[config.mk]
export PLATFORM = sky130hd
export DESIGN_NAME = onehot_decoder
export DESIGN_NICKNAME = d
export VERILOG_FILES = /design/src/rtl/onehot_decoder.sv
export SDC_FILE = /design/constraint.sdc
export NUM_CORES = 1
export LEC_CHECK = 0
export CAP_MARGIN = 20
export CORE_UTILIZATION = 45
export CTS_CLUSTER_DIAMETER = 200
export CTS_CLUSTER_SIZE = 20
export DETAILED_ROUTE_END_ITERATION = 10
export PLACE_DENSITY = 0.7
export SETUP_SLACK_MARGIN = 0.05
export SYNTH_ARGS = -nofsm -noshare
export SYNTH_HDL_FRONTEND = slang
export SYNTH_SLANG_ARGS = --single-unit
[constraint.sdc]
create_clock -name Clk -period 2.7 [get_ports Clk]
set_input_delay 0.54 -clock Clk [delete_from_list [all_inputs] [get_ports Clk]]
set_output_delay 0.54 -clock Clk [all_outputs]
set_load 0.05 [all_outputs]
[src/rtl/onehot_decoder.sv]
// Registered W-to-2^W one-hot decoder with programmable per-step hold and a built-in sweep of all codes.
// One cycle from accept to Out; In_Ready is low whenever a step or sweep is in progress, or while Scan_Start is asserted.
module onehot_decoder #(
  parameter int W      = 4,
  parameter int HOLD_W = 4,
  localparam int N     = 1 << W
) (
  input  logic              Clk,
  input  logic              Rst_n,
  input  logic              In_Valid,
  output logic              In_Ready,
  input  logic [W-1:0]      In_Code,
  input  logic [HOLD_W-1:0] Hold,
  input  logic              Scan_Start,
  output logic [N-1:0]      Out,
  output logic              Out_Valid,
  output logic              Busy,
  output logic              Scan_Done
);

  typedef enum logic [1:0] {
    IDLE = 2'd0,
    HOLD = 2'd1,
    SCAN = 2'd2
  } state_t;

  localparam logic [N-1:0] ONE      = {{(N-1){1'b0}}, 1'b1};
  localparam logic [W-1:0] LAST_IDX = W'(N - 1);

  state_t              state_q, state_d;
  logic [N-1:0]        out_q, out_d;
  logic                out_vld_q, out_vld_d;
  logic                busy_q, busy_d;
  logic                done_q, done_d;
  logic [HOLD_W-1:0]   cnt_q, cnt_d;
  logic [W-1:0]        idx_q, idx_d;

  // Scan_Start steals the idle cycle, so a code offered alongside it is refused.
  assign In_Ready  = Rst_n && (state_q == IDLE) && !Scan_Start;
  assign Out       = out_q;
  assign Out_Valid = out_vld_q;
  assign Busy      = busy_q;
  assign Scan_Done = done_q;

  always_comb begin
    state_d = state_q;
    out_d   = out_q;
    cnt_d   = cnt_q;
    idx_d   = idx_q;
    done_d  = 1'b0;
    unique case (state_q)
      IDLE: begin
        out_d = '0;
        if (Scan_Start) begin
          state_d = SCAN;
          idx_d   = '0;
          out_d   = ONE;
          cnt_d   = Hold;
        end else if (In_Valid && In_Ready) begin
          state_d = HOLD;
          out_d   = ONE << In_Code;
          cnt_d   = Hold;
        end
      end
      HOLD: begin
        if (cnt_q == '0) begin
          state_d = IDLE;
          out_d   = '0;
        end else begin
          cnt_d = cnt_q - HOLD_W'(1);
        end
      end
      SCAN: begin
        if (cnt_q != '0) begin
          cnt_d = cnt_q - HOLD_W'(1);
        end else if (idx_q == LAST_IDX) begin
          // Sweep ends at the top code; idx never wraps back to zero.
          state_d = IDLE;
          out_d   = '0;
          done_d  = 1'b1;
        end else begin
          idx_d = idx_q + W'(1);
          out_d = out_q << 1;
          cnt_d = Hold;
        end
      end
      default: begin
        state_d = IDLE;
        out_d   = '0;
      end
    endcase
    out_vld_d = |out_d;
    busy_d    = (state_d != IDLE);
  end

  always_ff @(posedge Clk or negedge Rst_n) begin
    if (!Rst_n) begin
      state_q   <= IDLE;
      out_q     <= '0;
      out_vld_q <= 1'b0;
      busy_q    <= 1'b0;
      done_q    <= 1'b0;
      cnt_q     <= '0;
      idx_q     <= '0;
    end else begin
      state_q   <= state_d;
      out_q     <= out_d;
      out_vld_q <= out_vld_d;
      busy_q    <= busy_d;
      done_q    <= done_d;
      cnt_q     <= cnt_d;
      idx_q     <= idx_d;
    end
  end

endmodule

==> results of run 1 <==
[through the flow]
| step | instance area [sq um] | setup slack (ns) | power, W |
|---|---|---|---|
| finish | 2220 | 0.233 | 0.00203 |
| global route | 2220 | 0.131 | 0.00217 |
| CTS | 2220 | 0.230 | 0.00204 |
| detailed placement | 2100 | 0.225 | 0.00156 |
| global placement | 2100 | 0.187 | 0.00153 |
| floorplan | 1730 | 0.719 | 0.00130 |
[state kept, by name, indices dropped and copies added (netlist names)]
| signal | flops |
|---|---|
| Busy | 1 |
| Out | 16 |
| Out_Valid | 1 |
| Scan_Done | 1 |
| cnt_q | 4 |
| idx_q | 4 |
| state_q | 2 |
[worst max path at each step]
stage | from | end | slack [ns] | cells after the start
after floorplan | state_q[0] | Out_Valid | 0.72 | 10
after global placement | Rst_n | Out_Valid | 0.19 | 7
after detailed placement | Rst_n | Out_Valid | 0.22 | 7
after CTS | state_q[0] | In_Ready | 0.23 | 6
after global routing | state_q[0] | Out_Valid | 0.13 | 7
final | state_q[0] | In_Ready | 0.23 | 6
[critical path, cell delays in order, from the launching register on]
cell and delay [ns]:
dfrtp_1 0.43, inv_1 0.13, ha_1 0.32, inv_1 0.12, nor2_1 0.27, and2_1 0.22
buf_12 0.14
[where the power goes]
group	internal [W]	leakage, nW	switching (W)
clock network	0.000300	0.0585	0.000165
logic	0.000343	0.510	0.000617
registers	0.000522	0.389	0.0000847
[placed cells by master, fill, tap and decap left out, drive strengths merged, types with 3 or more instances in the layout]
master	instances
a211oi	3
ha	8
nand2b	4
or2	3
clkbuf	7
a22oi	8
a221oi	7
a21oi	10
buf	8
nor2	23
inv	6
nor3	8
nand2	11
nor2b	10
nor4	4
o21ai	16
nor3b	3
dfrtp	29
clkdlybuf4s50	30
[layout make-up]
type	instances	area share, %
Clock buffer	7	3.89
Sequential cell	29	32.7
Timing Repair Buffer	38	16.8
Inverter	6	1.02
Tap cell	48	2.71
Clock inverter	1	1.35
Multi-Input combinational cell	142	41.5
[metal layers]
layer | vias up | GRT usage [%] | part of all wire (%)
li1 | 755 | - | -
met1 | 770 | 33.6 | 47
met2 | 53 | 35.5 | 44
met3 | 13 | 6.07 | 6.5
met4 | 0 | 13.1 | 2.6
met5 | - | 0 | 0
[Yosys cell counts, drive strengths merged]
library cell and n:
o22ai 2, or2 3, dfrtp 29, ha 8, o21ai 16, nand2b 4
nor2 23, a21oi 10, o31a 1, and3 2, o32ai 1, nand4bb 1
nand4 1, a41oi 1, o22a 1, or3b 1, a2bb2oi 1, a211oi 3
a22oi 8, nor2b 10, nand4b 1, clkbuf 2, and4 2, a22o 1
nor3b 3, buf 6, and2 1, inv 6, nor4 4, nand2 11
or3 2, a221oi 7, nor3 8, a21o 2, nand3 1, a31oi 2
[cells by family after synthesis]
kind of cell	Yosys count
AOI/OAI and AO/OA	56
adders and majority gates	8
buffers and inverters	14
DFF	29
and+or+nand+nor	78
==> results.yml, run 1 <==
placed_design:
  dp.cells: 263
  dp_hpwl_um: 3320
  place_congestion: 0.837
  port_buffers: 31
pwr:
  pwr_density_cell_nw_per_um2: 916
  p_leak_nw: 0.958
  vdd_ir_drop_max_v: 0.000592
clock_tree:
  worst_skew_pair.late_latency_ns: 0.29
  cts_hold_buf: 0
  cts_tree: "yes"
  htreeDepth: 2
  clk_path_buf_depth: 2
  ctsResizeCount: 0
  clock_sinks: 29
  path_clk_slew_ns: 0.07
  cts_root_buf: "clkbuf_8"
  cts_buffers: 5
  cts_setup_buffers: 0
sta:
  timing.final.crit_share_pct: 91.4
  setup_tns_ns: 0
  skew_ns: 0.00925
  rsz0062_at_grt: "false"
  setup_viol: 0
  tightest_slew_ns: 0.696
  final_hold_viol_count: 0
  maxSlewHeadroom_pct: 53.6
  max_clock_freq_mhz: 405
  drv_slew: 0
  finalCriticalPeriod_ns: 2.47
  holdWs_ns: 0.558
logic_synthesis:
  synth_cell_types: 45
  seq_area_frac_synth_pct: 42.0
  synth_seq_cells: 29
  ys_warn_count: 0
  synth_compound_area_share_pct: 22.0
  synth_top_family_by_area: "simple AND/OR/NAND/NOR gates"
  synth-simple-area-share_pct: 25.5
  synth-adder-area-share_pct: 5.79
  syn_avg_cell_area_sq_um: 9.35
  postSynthNetCount: 205
  synth_xor_area_share_pct: 0
  syn_inst: 185
  ys_top_cells_by_area: "dfrtp_1, ha_1, nor2_1"
  synth_area_leader_cell: "dfrtp_1"
  synth_top_area_share_pct: 42.0
  synthesis.area_sq_um: 1730
  yosys-mux-area-fraction_pct: 0
floorplan:
  die-area_sq_um: 4090
  coreArea_sq_um: 3660
  start_util_pct: 47.2
  fp.dieH_um: 64.0
  pin_count: 32
  die_x_um: 64.0
  placementRows: 22
setup_path:
  cp.required_ns: 2.16
  rrSetupSlack_ns: 0.26
  start_kind: "register"
  rr_worst_depth: 7
  rr_startpoint: "state_q[0]"
  critPathMaxFanout: 8
  worst_ep_arrival_time_ns: 1.93
  endpoint_kind: "output pin"
  crit_type: "reg2out"
  r2r_end: "Out_Valid"
hold_path:
  hold_path_end: "idx_q[0]"
  hp-start: "idx_q[0]"
  hp-class: "reg2reg"
  whs_path_depth: 1
global_route:
  grt.total_usage_pct: 24.6
  antenna_found_initial: 0
  first_global_vias: 1559
  grt_pass1_wl_um: 7450
  grt.overflow.total: 0
  grt_max_degree: 24
final_layout:
  finalNetCount: 242
  n_antenna_cell: 0
  fillCellCount: 312
  final_cells: 271
  syn_to_final_growth_pct: 28.3
  multi_input_area_sq_um: 921
  layout-drive-gt1-share_pct: 10.3
  regArea_sq_um: 726
  finish.utilization_pct: 60.6
route:
  ant_nets: 0
  num_vias: 1591
  routed_wirelength_um: 4430
  drtIter0Drc: 95
  viasPerCell: 5.87
  drc_errors: 0
  wl_per_cell_um: 16.4
  drt_first_pass_iters: 4
flow_run:
  maxCapViolCount: 0
outcome:
  status: "finished clean"
Note: power is estimated with default switching activity, not from simulation.
==> run 2: changes to the inputs <==
--- a/config.mk
+++ b/config.mk
@@ -11,6 +11,7 @@
 export CTS_CLUSTER_SIZE = 20
 export DETAILED_ROUTE_END_ITERATION = 10
 export PLACE_DENSITY = 0.7
+export REMOVE_ABC_BUFFERS = 1
 export SETUP_SLACK_MARGIN = 0.05
 export SYNTH_ARGS = -nofsm -noshare
 export SYNTH_HDL_FRONTEND = slang
==> results.yml, run 2 (synthesis gave the netlist of run 1 again) <==
outcome:
  status: "finished clean"
hold_path:
  hp-class: "reg2reg"
  hp-start: "idx_q[0]"
flow_run:
  maxCapViolCount: 0
setup_path:
  cp.required_ns: 2.82
  start_kind: "register"
  worst_ep_arrival_time_ns: 2.58
  rr_startpoint: "state_q[0]"
  crit_type: "reg2reg"
  critPathMaxFanout: 17
  endpoint_kind: "register"
  startpoint: "state_q[0]"
pwr:
  p_leak_nw: 0.925
  pwr_density_cell_nw_per_um2: 879
  vdd_ir_drop_max_v: 0.000486
floorplan:
  die-area_sq_um: 4090
  pin_count: 32
  placementRows: 22
  start_util_pct: 47.2
  fp.dieH_um: 64.0
  coreArea_sq_um: 3660
  die_x_um: 64.0
sta:
  holdWs_ns: 0.542
  setup_ws_ns: 0.233
  final_hold_viol_count: 0
  setup_tns_ns: 0
  tightest_slew_ns: 0.709
  timing.final.crit_share_pct: 91.4
  max_clock_freq_mhz: 405
  setup_viol: 0
  maxSlewHeadroom_pct: 52.7
  finalCriticalPeriod_ns: 2.47
  drv_slew: 0
  skew_ns: 0.00412
  rsz0062_at_grt: "false"
route:
  viasPerCell: 5.89
  drc_errors: 0
  ant_nets: 0
  routed_wirelength_um: 4300
  num_vias: 1566
  drt_first_pass_iters: 4
  drtIter0Drc: 118
  wl_per_cell_um: 16.2
clock_tree:
  path_clk_slew_ns: 0.06
  clk_path_buf_depth: 2
  cts_root_buf: "clkbuf_8"
  cts_hold_buf: 0
  cts_buffers: 5
  cts_tree: "yes"
  ctsResizeCount: 0
  htreeDepth: 2
  clock_sinks: 29
  cts_setup_buffers: 0
  worst_skew_pair.late_latency_ns: 0.28
final_layout:
  syn_to_final_growth_pct: 24.8
  finalNetCount: 238
  layout-drive-gt1-share_pct: 8.26
  n_antenna_cell: 0
  finish.instance_area_sq_um: 2160
  mostFrequentLayoutCell: "clkdlybuf4s50_1"
  final_cell_mix: "clkdlybuf4s50_1, dfrtp_1, nor2_1, nand2_1, o21ai_0"
  largest_reg_flops: 16
placed_design:
  place_congestion: 0.891
  port_buffers: 31
  place_area_sq_um: 2070
  dpl_worst_slack_ns: 0.278
  dp_hpwl_um: 3190
global_route:
  grt.overflow.total: 0
  grt_pass1_wl_um: 7200
  grt.total_usage_pct: 23.3
  antenna_found_initial: 0
  first_global_vias: 1522
  grt_max_degree: 31
run 2: power by group:
part / switching, W / internal, W
clock network: 0.000147 / 0.000201
registers: 0.0000891 / 0.000523
logic: 0.000601 / 0.000335
total: 0.000837 / 0.00106
run 2: final cells by class:
class | count | area [sq um]
repair buffers | 34 | 343
multi-input cells | 142 | 921
inverters | 6 | 22.5
well taps | 48 | 60.1
flip-flops and latches | 29 | 726
clock buffers | 7 | 86.3
fillers | 335 | 1500
run 2: path summary, 6_finish.rpt:
kind	end	slack (ns)	cells past startpoint
max	Out_Valid	0.23	7
min	idx_q[0]	0.54	1
max reg2reg	Out_Valid	0.23	7
min reg2reg	idx_q[0]	0.54	1
max in group asynchronous	Out[1]	1.68	2
min in group asynchronous	Out[12]	0.74	2
run 2: routing by layer:
metal | up-vias | track usage (%) | routed length (um)
li1 | 741 | - | -
met1 | 764 | 29.5 | 1920
met2 | 56 | 38.0 | 2060
met3 | 5 | 5.54 | 263
met4 | 0 | 9.38 | 51
met5 | - | 0 | 0
run 2: per-stage QoR:
step                cells  total power [W]  utilization (%)
floorplan             177          0.00125                -
global route          266          0.00203             59.0
finish                266          0.00190             59.0
global placement      259          0.00151             56.6
detailed placement    259          0.00155             56.6
CTS                   266          0.00190             59.0
run 2: worst max-delay path, cell delays in order (launching register included):
cell	delay (ns)
dfrtp_1	0.44
inv_1	0.11
ha_1	0.34
and3_1	0.42
a221oi_1	0.48
nand2_1	0.10
nor4_1	0.24
a41oi_1	0.16
==> run 3: changes to the inputs <==
--- a/config.mk
+++ b/config.mk
@@ -13,6 +13,7 @@
 export PLACE_DENSITY = 0.7
 export REMOVE_ABC_BUFFERS = 1
 export SETUP_SLACK_MARGIN = 0.05
+export SKIP_CTS_REPAIR_TIMING = 1
 export SYNTH_ARGS = -nofsm -noshare
 export SYNTH_HDL_FRONTEND = slang
 export SYNTH_SLANG_ARGS = --single-unit
==> results of run 3 <==
Same layout as run 2: the final DEF is identical, and so are final timing and power.
